`src/rtl/bp_dcache_pkg.sv`:
```
// Shared dcache types: opcode encoding, access size, and opcode decode helpers.
package bp_dcache_pkg;

  // opcode[3] = store, opcode[2] = unsigned, opcode[1:0] = access size
  typedef enum logic [3:0] {
    e_dcache_op_lb  = 4'b0000,
    e_dcache_op_lh  = 4'b0001,
    e_dcache_op_lw  = 4'b0010,
    e_dcache_op_ld  = 4'b0011,
    e_dcache_op_lbu = 4'b0100,
    e_dcache_op_lhu = 4'b0101,
    e_dcache_op_lwu = 4'b0110,
    e_dcache_op_sb  = 4'b1000,
    e_dcache_op_sh  = 4'b1001,
    e_dcache_op_sw  = 4'b1010,
    e_dcache_op_sd  = 4'b1011
  } bp_dcache_opcode_e;

  typedef enum logic [1:0] {
    e_byte  = 2'b00,
    e_half  = 2'b01,
    e_word  = 2'b10,
    e_dword = 2'b11
  } bp_dcache_size_e;

  function automatic bp_dcache_size_e decode_size(input logic [3:0] opcode);
    return bp_dcache_size_e'(opcode[1:0]);
  endfunction

  function automatic logic decode_is_store(input logic [3:0] opcode);
    return opcode[3];
  endfunction

  function automatic logic decode_unsigned(input logic [3:0] opcode);
    return opcode[2];
  endfunction

endpackage

```
`src/rtl/bp_dcache_load_extend.sv`:
```
// Combinational byte/half/word/dword select, sign/zero extension and misalign detect.
module bp_dcache_load_extend
  import bp_dcache_pkg::*;
#(
  parameter int unsigned dword_width_p  = 64,
  parameter int unsigned offset_width_p = 3
) (
  input  logic [3:0]                opcode_i,
  input  logic [offset_width_p-1:0] offset_i,
  input  logic [dword_width_p-1:0]  data_i,
  output logic [dword_width_p-1:0]  data_o,
  output logic                      store_o,
  output logic                      misaligned_o
);

  bp_dcache_size_e            size;
  logic                       sign_ext;
  logic [dword_width_p-1:0]   shifted;
  logic [dword_width_p-1:0]   extended;

  // Shift the addressed field down to bit 0, then extend it to full width.
  always_comb begin
    size     = decode_size(opcode_i);
    sign_ext = ~decode_unsigned(opcode_i);
    shifted  = data_i >> {offset_i, 3'b000};
    extended = '0;
    misaligned_o = 1'b0;
    unique case (size)
      e_byte: begin
        extended     = {{(dword_width_p-8){sign_ext & shifted[7]}}, shifted[7:0]};
        misaligned_o = 1'b0;
      end
      e_half: begin
        extended     = {{(dword_width_p-16){sign_ext & shifted[15]}}, shifted[15:0]};
        misaligned_o = offset_i[0];
      end
      e_word: begin
        extended     = {{(dword_width_p-32){sign_ext & shifted[31]}}, shifted[31:0]};
        misaligned_o = |offset_i[1:0];
      end
      e_dword: begin
        extended     = shifted;
        misaligned_o = |offset_i;
      end
      default: begin
        extended     = '0;
        misaligned_o = 1'b0;
      end
    endcase
    store_o = decode_is_store(opcode_i);
    // Stores and misaligned accesses never forward data.
    data_o  = (store_o | misaligned_o) ? '0 : extended;
  end

endmodule

```
`src/rtl/bp_dcache_load_align.sv`:
```
// Load alignment stage: formats each dcache return and buffers it in a
// 2-entry elastic buffer (out_reg + skid_reg) with a registered ready.
// Optional perf counters enabled by defining BP_DCACHE_LOAD_ALIGN_PERF_EN.
module bp_dcache_load_align
  import bp_dcache_pkg::*;
#(
  parameter int unsigned dword_width_p  = 64,
  parameter int unsigned offset_width_p = 3
) (
  input  logic                      clk_i,
  input  logic                      reset_i,
  input  logic                      v_i,
  output logic                      ready_o,
  input  logic [3:0]                opcode_i,
  input  logic [offset_width_p-1:0] offset_i,
  input  logic [dword_width_p-1:0]  data_i,
  output logic                      v_o,
  input  logic                      yumi_i,
  output logic [dword_width_p-1:0]  data_o,
  output logic                      store_o,
  output logic                      misaligned_o
`ifdef BP_DCACHE_LOAD_ALIGN_PERF_EN
  ,
  output logic [31:0]               load_cnt_o,
  output logic [31:0]               misalign_cnt_o
`endif
);

  logic [dword_width_p-1:0] fmt_data;
  logic                     fmt_store;
  logic                     fmt_misaligned;

  bp_dcache_load_extend #(
    .dword_width_p  (dword_width_p),
    .offset_width_p (offset_width_p)
  ) u_extend (
    .opcode_i     (opcode_i),
    .offset_i     (offset_i),
    .data_i       (data_i),
    .data_o       (fmt_data),
    .store_o      (fmt_store),
    .misaligned_o (fmt_misaligned)
  );

  logic                     out_v_q, out_v_d;
  logic [dword_width_p-1:0] out_data_q, out_data_d;
  logic                     out_store_q, out_store_d;
  logic                     out_mis_q, out_mis_d;
  logic                     skid_v_q, skid_v_d;
  logic [dword_width_p-1:0] skid_data_q, skid_data_d;
  logic                     skid_store_q, skid_store_d;
  logic                     skid_mis_q, skid_mis_d;

  logic accept;
  logic retire;

  assign ready_o      = ~skid_v_q;
  assign v_o          = out_v_q;
  assign data_o       = out_data_q;
  assign store_o      = out_store_q;
  assign misaligned_o = out_mis_q;

  // Buffer next-state: refill out_reg from skid first to keep FIFO order.
  always_comb begin
    accept       = v_i & ready_o;
    retire       = yumi_i & out_v_q;
    out_v_d      = out_v_q;
    out_data_d   = out_data_q;
    out_store_d  = out_store_q;
    out_mis_d    = out_mis_q;
    skid_v_d     = skid_v_q;
    skid_data_d  = skid_data_q;
    skid_store_d = skid_store_q;
    skid_mis_d   = skid_mis_q;
    if (retire) begin
      if (skid_v_q) begin
        // accept is impossible here since ready_o is low
        out_data_d  = skid_data_q;
        out_store_d = skid_store_q;
        out_mis_d   = skid_mis_q;
        skid_v_d    = 1'b0;
      end else if (accept) begin
        out_data_d  = fmt_data;
        out_store_d = fmt_store;
        out_mis_d   = fmt_misaligned;
      end else begin
        out_v_d = 1'b0;
      end
    end else if (accept) begin
      if (out_v_q) begin
        skid_v_d     = 1'b1;
        skid_data_d  = fmt_data;
        skid_store_d = fmt_store;
        skid_mis_d   = fmt_misaligned;
      end else begin
        out_v_d     = 1'b1;
        out_data_d  = fmt_data;
        out_store_d = fmt_store;
        out_mis_d   = fmt_misaligned;
      end
    end
  end

  // Buffer state registers with synchronous reset.
  always_ff @(posedge clk_i) begin
    if (reset_i) begin
      out_v_q      <= 1'b0;
      out_data_q   <= '0;
      out_store_q  <= 1'b0;
      out_mis_q    <= 1'b0;
      skid_v_q     <= 1'b0;
      skid_data_q  <= '0;
      skid_store_q <= 1'b0;
      skid_mis_q   <= 1'b0;
    end else begin
      out_v_q      <= out_v_d;
      out_data_q   <= out_data_d;
      out_store_q  <= out_store_d;
      out_mis_q    <= out_mis_d;
      skid_v_q     <= skid_v_d;
      skid_data_q  <= skid_data_d;
      skid_store_q <= skid_store_d;
      skid_mis_q   <= skid_mis_d;
    end
  end

`ifdef BP_DCACHE_LOAD_ALIGN_PERF_EN
  logic [31:0] load_cnt_q;
  logic [31:0] misalign_cnt_q;

  // Retirement counters; wrap naturally at 2^32.
  always_ff @(posedge clk_i) begin
    if (reset_i) begin
      load_cnt_q     <= '0;
      misalign_cnt_q <= '0;
    end else if (retire) begin
      if (!out_store_q) load_cnt_q <= load_cnt_q + 32'd1;
      if (out_mis_q)    misalign_cnt_q <= misalign_cnt_q + 32'd1;
    end
  end

  assign load_cnt_o     = load_cnt_q;
  assign misalign_cnt_o = misalign_cnt_q;
`endif

endmodule

```
`config.mk`:
```
export PLATFORM = sky130hd
export DESIGN_NAME = bp_dcache_load_align
export DESIGN_NICKNAME = d
export VERILOG_FILES = /design/src/rtl/bp_dcache_pkg.sv /design/src/rtl/bp_dcache_load_extend.sv /design/src/rtl/bp_dcache_load_align.sv
export SDC_FILE = /design/constraint.sdc
export NUM_CORES = 1
export LEC_CHECK = 0
export CORE_MARGIN = 2
export CORE_UTILIZATION = 48
export DETAILED_ROUTE_END_ITERATION = 8
export HOLD_SLACK_MARGIN = 0.02
export PLACE_DENSITY = 0.84
export SYNTH_ARGS = -nofsm -noshare
export SYNTH_HDL_FRONTEND = slang
export SYNTH_SLANG_ARGS = --single-unit
```
`constraint.sdc`:
```
create_clock -name clk_i -period 2.4 [get_ports clk_i]
set_input_delay 0.6 -clock clk_i [delete_from_list [all_inputs] [get_ports clk_i]]
set_output_delay 0.6 -clock clk_i [all_outputs]
set_load 0.005 [all_outputs]
```
# [After elaboration in Yosys (flattened, before gate mapping)]
# Index checks and enable logic that the tools add are counted.
[totals] regBits=134 in_bits=75 out_inout_bits=68 elab_cells=56
[classes] n_eq_ne=6 shifts=1 mux=22 bitwise=9 reduce_logical=10
[op_table] operator="64-bit two-way mux" n=6
[op_table] operator="64-bit case mux with 4 select lines" n=1
[op_table] operator="64-bit by 6-bit >> shifter with 64-bit output" n=1
[op_table] operator="1-bit two-way mux" n=14
[op_table] operator="3-bit AND reduction" n=3
[op_table] operator="1-bit AND" n=5
[op_table] operator="2-bit equality test, second input constant" n=2
[op_table] operator="2-bit != test, second input constant" n=2
[op_table] operator="1-bit case mux with 4 select lines" n=1
[op_table] operator="2-bit nonzero test" n=2
[op_table] operator="2-bit OR reduction" n=2
[op_table] operator="1-bit inverter" n=3
[op_table] operator="3-bit OR reduction" n=1
[op_table] operator="2-bit by 1-bit equality test with 1-bit output, second input constant" n=1
[op_table] operator="2-bit logical NOT" n=1
[op_table] operator="2-bit by 1-bit != test with 1-bit output, second input constant" n=1
[op_table] operator="2-bit AND reduction" n=1
[op_table] operator="1-bit bitwise OR" n=1

# [Depth between registers and ports, before layout]
[depth] depth_word=7 mapped_depth=9

# [By module]
# A second synthesis with hierarchy kept.
[unflattened] hier_cells=1104 hier_area_um2=8523.2
[by_module_without_submodules] module="bp_dcache_load_align" n_inst=1 cells_each=819 area_per_inst_um2=6097.1 seq_area_each_um2=2682.6
[by_module_without_submodules] module="bp_dcache_load_extend" n_inst=1 cells_each=285 area_per_inst_um2=2426.1 seq_area_each_um2=0.0

# [Least setup slack after synthesis]
# OpenSTA, ideal clock, no wires.
[synth_path] kind="input -> register" start="input offset_i[0]" end="register skid_data_q[32]" setup_time_ps=117 t_arrival_ps=2081 t_required_ps=2283 path_slack_ps=202 path_stages=7 cell_sequence="buf_2 -> mux2_2 -> o31a_1 -> o211ai_1 -> buf_2 -> nand3_1 -> a22o_1"
[synth_via] elab_chain_len=4 word_cells_on_any_way=10 cone_classes="1 x shift; 3 x mux; 4 x bitwise; 2 x reduce/logical"
[synth_lines] item="from (decl)" line_no="bp_dcache_load_align.sv:15" rtl="input logic [offset_width_p-1:0] offset_i,"
[synth_lines] item="64-bit by 6-bit >> shifter with 64-bit output, or another cell as far along" line_no="bp_dcache_load_extend.sv:25" rtl="shifted = data_i >> {offset_i, 3'b000};"
[synth_lines] item="1-bit AND, or another cell as far along" line_no="bp_dcache_load_extend.sv:38" rtl="extended = {{(dword_width_p-32){sign_ext & shifted[31]}}, shifted[31:0]};"
[synth_lines] item="64-bit case mux with 4 select lines or 1-bit bitwise OR (tied branches)" line_no="bp_dcache_load_extend.sv:28, bp_dcache_load_extend.sv:52"
[synth_lines] item="64-bit two-way mux (*)" line_no="bp_dcache_load_extend.sv:52" rtl="data_o = (store_o | misaligned_o) ? '0 : extended;"
[synth_lines] item="to (signal assigned)" line_no="bp_dcache_load_align.sv:121" rtl="skid_data_q <= skid_data_d;"
[synth_lines] item="to (decl)" line_no="bp_dcache_load_align.sv:50" rtl="logic [dword_width_p-1:0] skid_data_q, skid_data_d;"
# Every way passes the cells marked *; elsewhere a longest branch is shown, timed or not. The select of a mux whose other input is x is not followed.
# A chain may end at the register's enable or synchronous reset.

# [Final worst setup path]
[layout_path] start="input yumi_i" end="register out_data_q[46] (netlist: data_o[46])"
[layout_via] elab_chain_len=3 word_cells_on_any_way=5 cone_classes="1 x eq/ne; 1 x mux; 1 x bitwise; 2 x reduce/logical"
[layout_lines] item="from (decl)" line_no="bp_dcache_load_align.sv:18" rtl="input logic yumi_i,"
[layout_lines] item="1-bit AND (*)" line_no="bp_dcache_load_align.sv:66" rtl="retire = yumi_i & out_v_q;"
[layout_lines] item="2-bit by 1-bit != test with 1-bit output (no source line) or 2-bit nonzero test (tied branches)"
[layout_lines] item="3-bit AND reduction (no source line)"
[layout_lines] item="to (signal assigned)" line_no="bp_dcache_load_align.sv:117" rtl="out_data_q <= out_data_d;"
[layout_lines] item="to (decl)" line_no="bp_dcache_load_align.sv:46" rtl="logic [dword_width_p-1:0] out_data_q, out_data_d;"
# Every way passes the cells marked *; elsewhere a longest branch is shown, timed or not.

==> impl_metrics.tcl <==
set metrics [dict create \
    cp.arrival_ns 2.69 \
    max_freq_mhz 427.1 \
    start_util_pct 49.05 \
    fin_cells 1244 \
    h-tree-depth 4 \
    num_rows 45 \
    coreArea_um2 15150 \
    die_x_um 128.4 \
    critPathMaxFanout 32 \
    max_slew.worst_pin.slew_ns 0.6016 \
    hold_buffers 0 \
    die-area_um2 16490 \
    ys_ff_latch 134 \
    switchingPower_uw 1780 \
    root_buffer "clkbuf_16" \
    cts_setup_buffers 0 \
    port-buffer-count 142 \
    ant_nets 0 \
    critPathKind "input pin to flop" \
    clock_path_buffers 2 \
    via_per_inst 6.182 \
    finalNetCount 1119 \
    async_reset_ff_share_pct 0 \
    period_needed_ns 2.342 \
    crit_chain "clkdlybuf4s50_1 -> nand2_1 -> ha_1 -> or3_2 -> nor3_2 -> and2_1 -> buf_12 -> o2bb2ai_1" \
    multi_input_area_um2 4335 \
    drv_slew 0 \
    pwr-share-seq_pct 37.1 \
    clock_sinks 134 \
    syn_area_um2 7430 \
    skew_ns 0.01238 \
    ys_warn_count 0 \
    drc 0 \
    synth_edf_count 0 \
    clk_latency_ns 0.43 \
    syn2layout_area_growth_pct 38.13 \
    overflow 0 \
    clockPowerShare_pct 41.3 \
    p_per_area_nw_per_um2 618.0 \
    fin_crit_sh_pct 97.56 \
    final_area_um2 10260 \
    synth.area.top_cells "dfxtp_1, mux4_2, a21oi_1, mux2i_1, nand2_1" \
    ys.flop_type "dfxtp_1" \
    slowest_delay_ns 0.55 \
    cts-buffers-inserted 17 \
    grt_max_degree 51 \
    synth_most_common_cell "dfxtp_1" \
    crit_buf_inv 2 \
    vias 7690 \
    synthTopCellsByCount "dfxtp_1, nand2_1, a21oi_1, nor2_1, and3_1" \
    ir_drop_v 0.0005318 \
    dp.final_hpwl_um 17690 \
    io_pins 143 \
    worstHoldPathType "flop to flop" \
    postSynthCellCount 854 \
    cap_violations 0 \
    dr.first_iter.drc_count 848 \
    cp_top_family "simple AND/OR/NAND/NOR gates" \
    routed_wl_um 24580 \
    p_leak_uw 0.004102 \
    finalSetupViolCount 0 \
    die-height_um 128.4 \
    synth_seq_area_share_pct 36.11 \
    num-fill-cells 1148 \
    cts_tree "built" \
    max_slew_margin_pct 59.81 \
    synth_cell_types 47 \
    setup_slack_ns 0.05848 \
    antenna_found_initial 0 \
    dp_slack_ns -0.4053 \
    synth_nets 930 \
    hold_violations 0 \
    globalplace.congestion 0.9965 \
    fin_util_pct 67.76 \
    p_int_uw 4562 \
    grt_pass1_wl_um 39020 \
    cp.required_ns 2.75 \
    end_kind "flop" \
    crit_path_start_kind "input pin" \
    grt_usage_pct 30.13 \
    p_comb_share_pct 21.6 \
    clk_pin_slew_worst_paths_ns 0.06 \
    regArea_um2 2683 \
    grt_pass1_vias 7442 \
    cp_slowest_cell "or3_2" \
    setup_tns_ns 0 \
    placed_area_um2 9654 \
    avgSynthCellArea_um2 8.700 \
    placed_cells 1212 \
    synth_area_leader_cell "dfxtp_1" \
    antenna_cells 0 \
    switching_share_pct 28.07 \
    drive_above_1_share_pct 18.84 \
    netlist.area_leader.share_pct 36.11 \
    status "complete, no violations" \
    wl_per_cell_um 19.76 \
    drtPass1Iterations 6 \
]
-- final cells by class --
| class | instances | area share, % |
|---|---|---|
| Multi-Input combinational cell | 630 | 42.25 |
| Clock buffer | 19 | 4.414 |
| Tap cell | 188 | 2.292 |
| Clock inverter | 13 | 1.414 |
| Sequential cell | 134 | 26.14 |
| Timing Repair Buffer | 258 | 23.42 |
| Inverter | 2 | 0.07315 |
-- path summary, 6_finish.rpt --
| kind | start | endpoint | slack (ns) | cells after the start |
|---|---|---|---|---|
| min | skid_data_q[48] | skid_data_q[48] | 0.45 | 2 |
| max reg2reg | v_o | data_o[46] | 0.26 | 7 |
| max | yumi_i | data_o[46] | 0.06 | 8 |
| min reg2reg | skid_data_q[48] | skid_data_q[48] | 0.45 | 2 |
-- worst register-to-register path, stage by stage, from the launching register on --
cell	delay (ns)
dfxtp_1	0.43
nand2_1	0.12
ha_1	0.21
or3_2	0.55
nor3_2	0.20
and2_1	0.21
buf_12	0.20
o2bb2ai_1	0.17
-- layer usage --
| metal | global-route usage (%) | vias up | share of wire (%) |
|---|---|---|---|
| li1 | - | 3567 | - |
| met1 | 39.88 | 3642 | 42 |
| met2 | 48.90 | 429 | 47 |
| met3 | 5.322 | 52 | 7.6 |
| met4 | 12.48 | 0 | 2.9 |
| met5 | 0 | - | 0 |
-- timing repair --
item | in CTS | in global routing
endpoints found under the hold margin | 0 | 0
resized for setup | 0 | 3
setup endpoints to repair | 0 | 33
-- cells in the final DEF, fill, tap and decap left out, types with 16 or more instances in the layout --
cell,instances
o21ai_0,37
dfxtp_1,134
buf_4,106
clkbuf_16,17
clkdlybuf4s50_1,138
nand3_1,33
o22ai_1,16
o2bb2ai_1,39
mux4_2,22
a22o_1,33
a211oi_1,23
a21oi_1,87
nand2_1,93
nor2_1,51
and3_1,51
mux2i_1,41
o211ai_1,21
-- sequential cells by signal, summed over array words and instances (netlist names) --
signal	count
v_o	1
data_o	64
misaligned_o	1
skid_store_q	1
store_o	1
skid_data_q	64
skid_mis_q	1
skid_v_q	1
-- metrics by stage --
step	total power (µW)	hold WS (ns)
final	6342	0.4524
after global routing	6542	0.4751
after CTS	6329	0.4528
after detailed placement	3736	0.4337
after global placement	3716	0.4249
after floorplan	3052	0.4168
-- cell families (layout without fill, tap and decap cells) --
group,count (synthesis),count (layout),synth area share (%)
buffers and inverters,90,292,5.844
adder cells (fa/ha/maj),1,1,0.1684
AO/OA/AOI/OAI,284,284,26.32
AND/OR/NAND/NOR,267,267,17.09
flip-flops,134,134,36.11
multiplexers,78,78,14.47
-- power by group through the flow --
stage / logic (µW) / registers [µW] / clock network (µW)
floorplan: 659 / 2390 / 0
global placement: 1320 / 2400 / 0
detailed placement: 1330 / 2400 / 0
CTS: 1350 / 2350 / 2630
global route: 1450 / 2360 / 2730
finish: 1370 / 2360 / 2620
(Power assumes the default switching activity.)
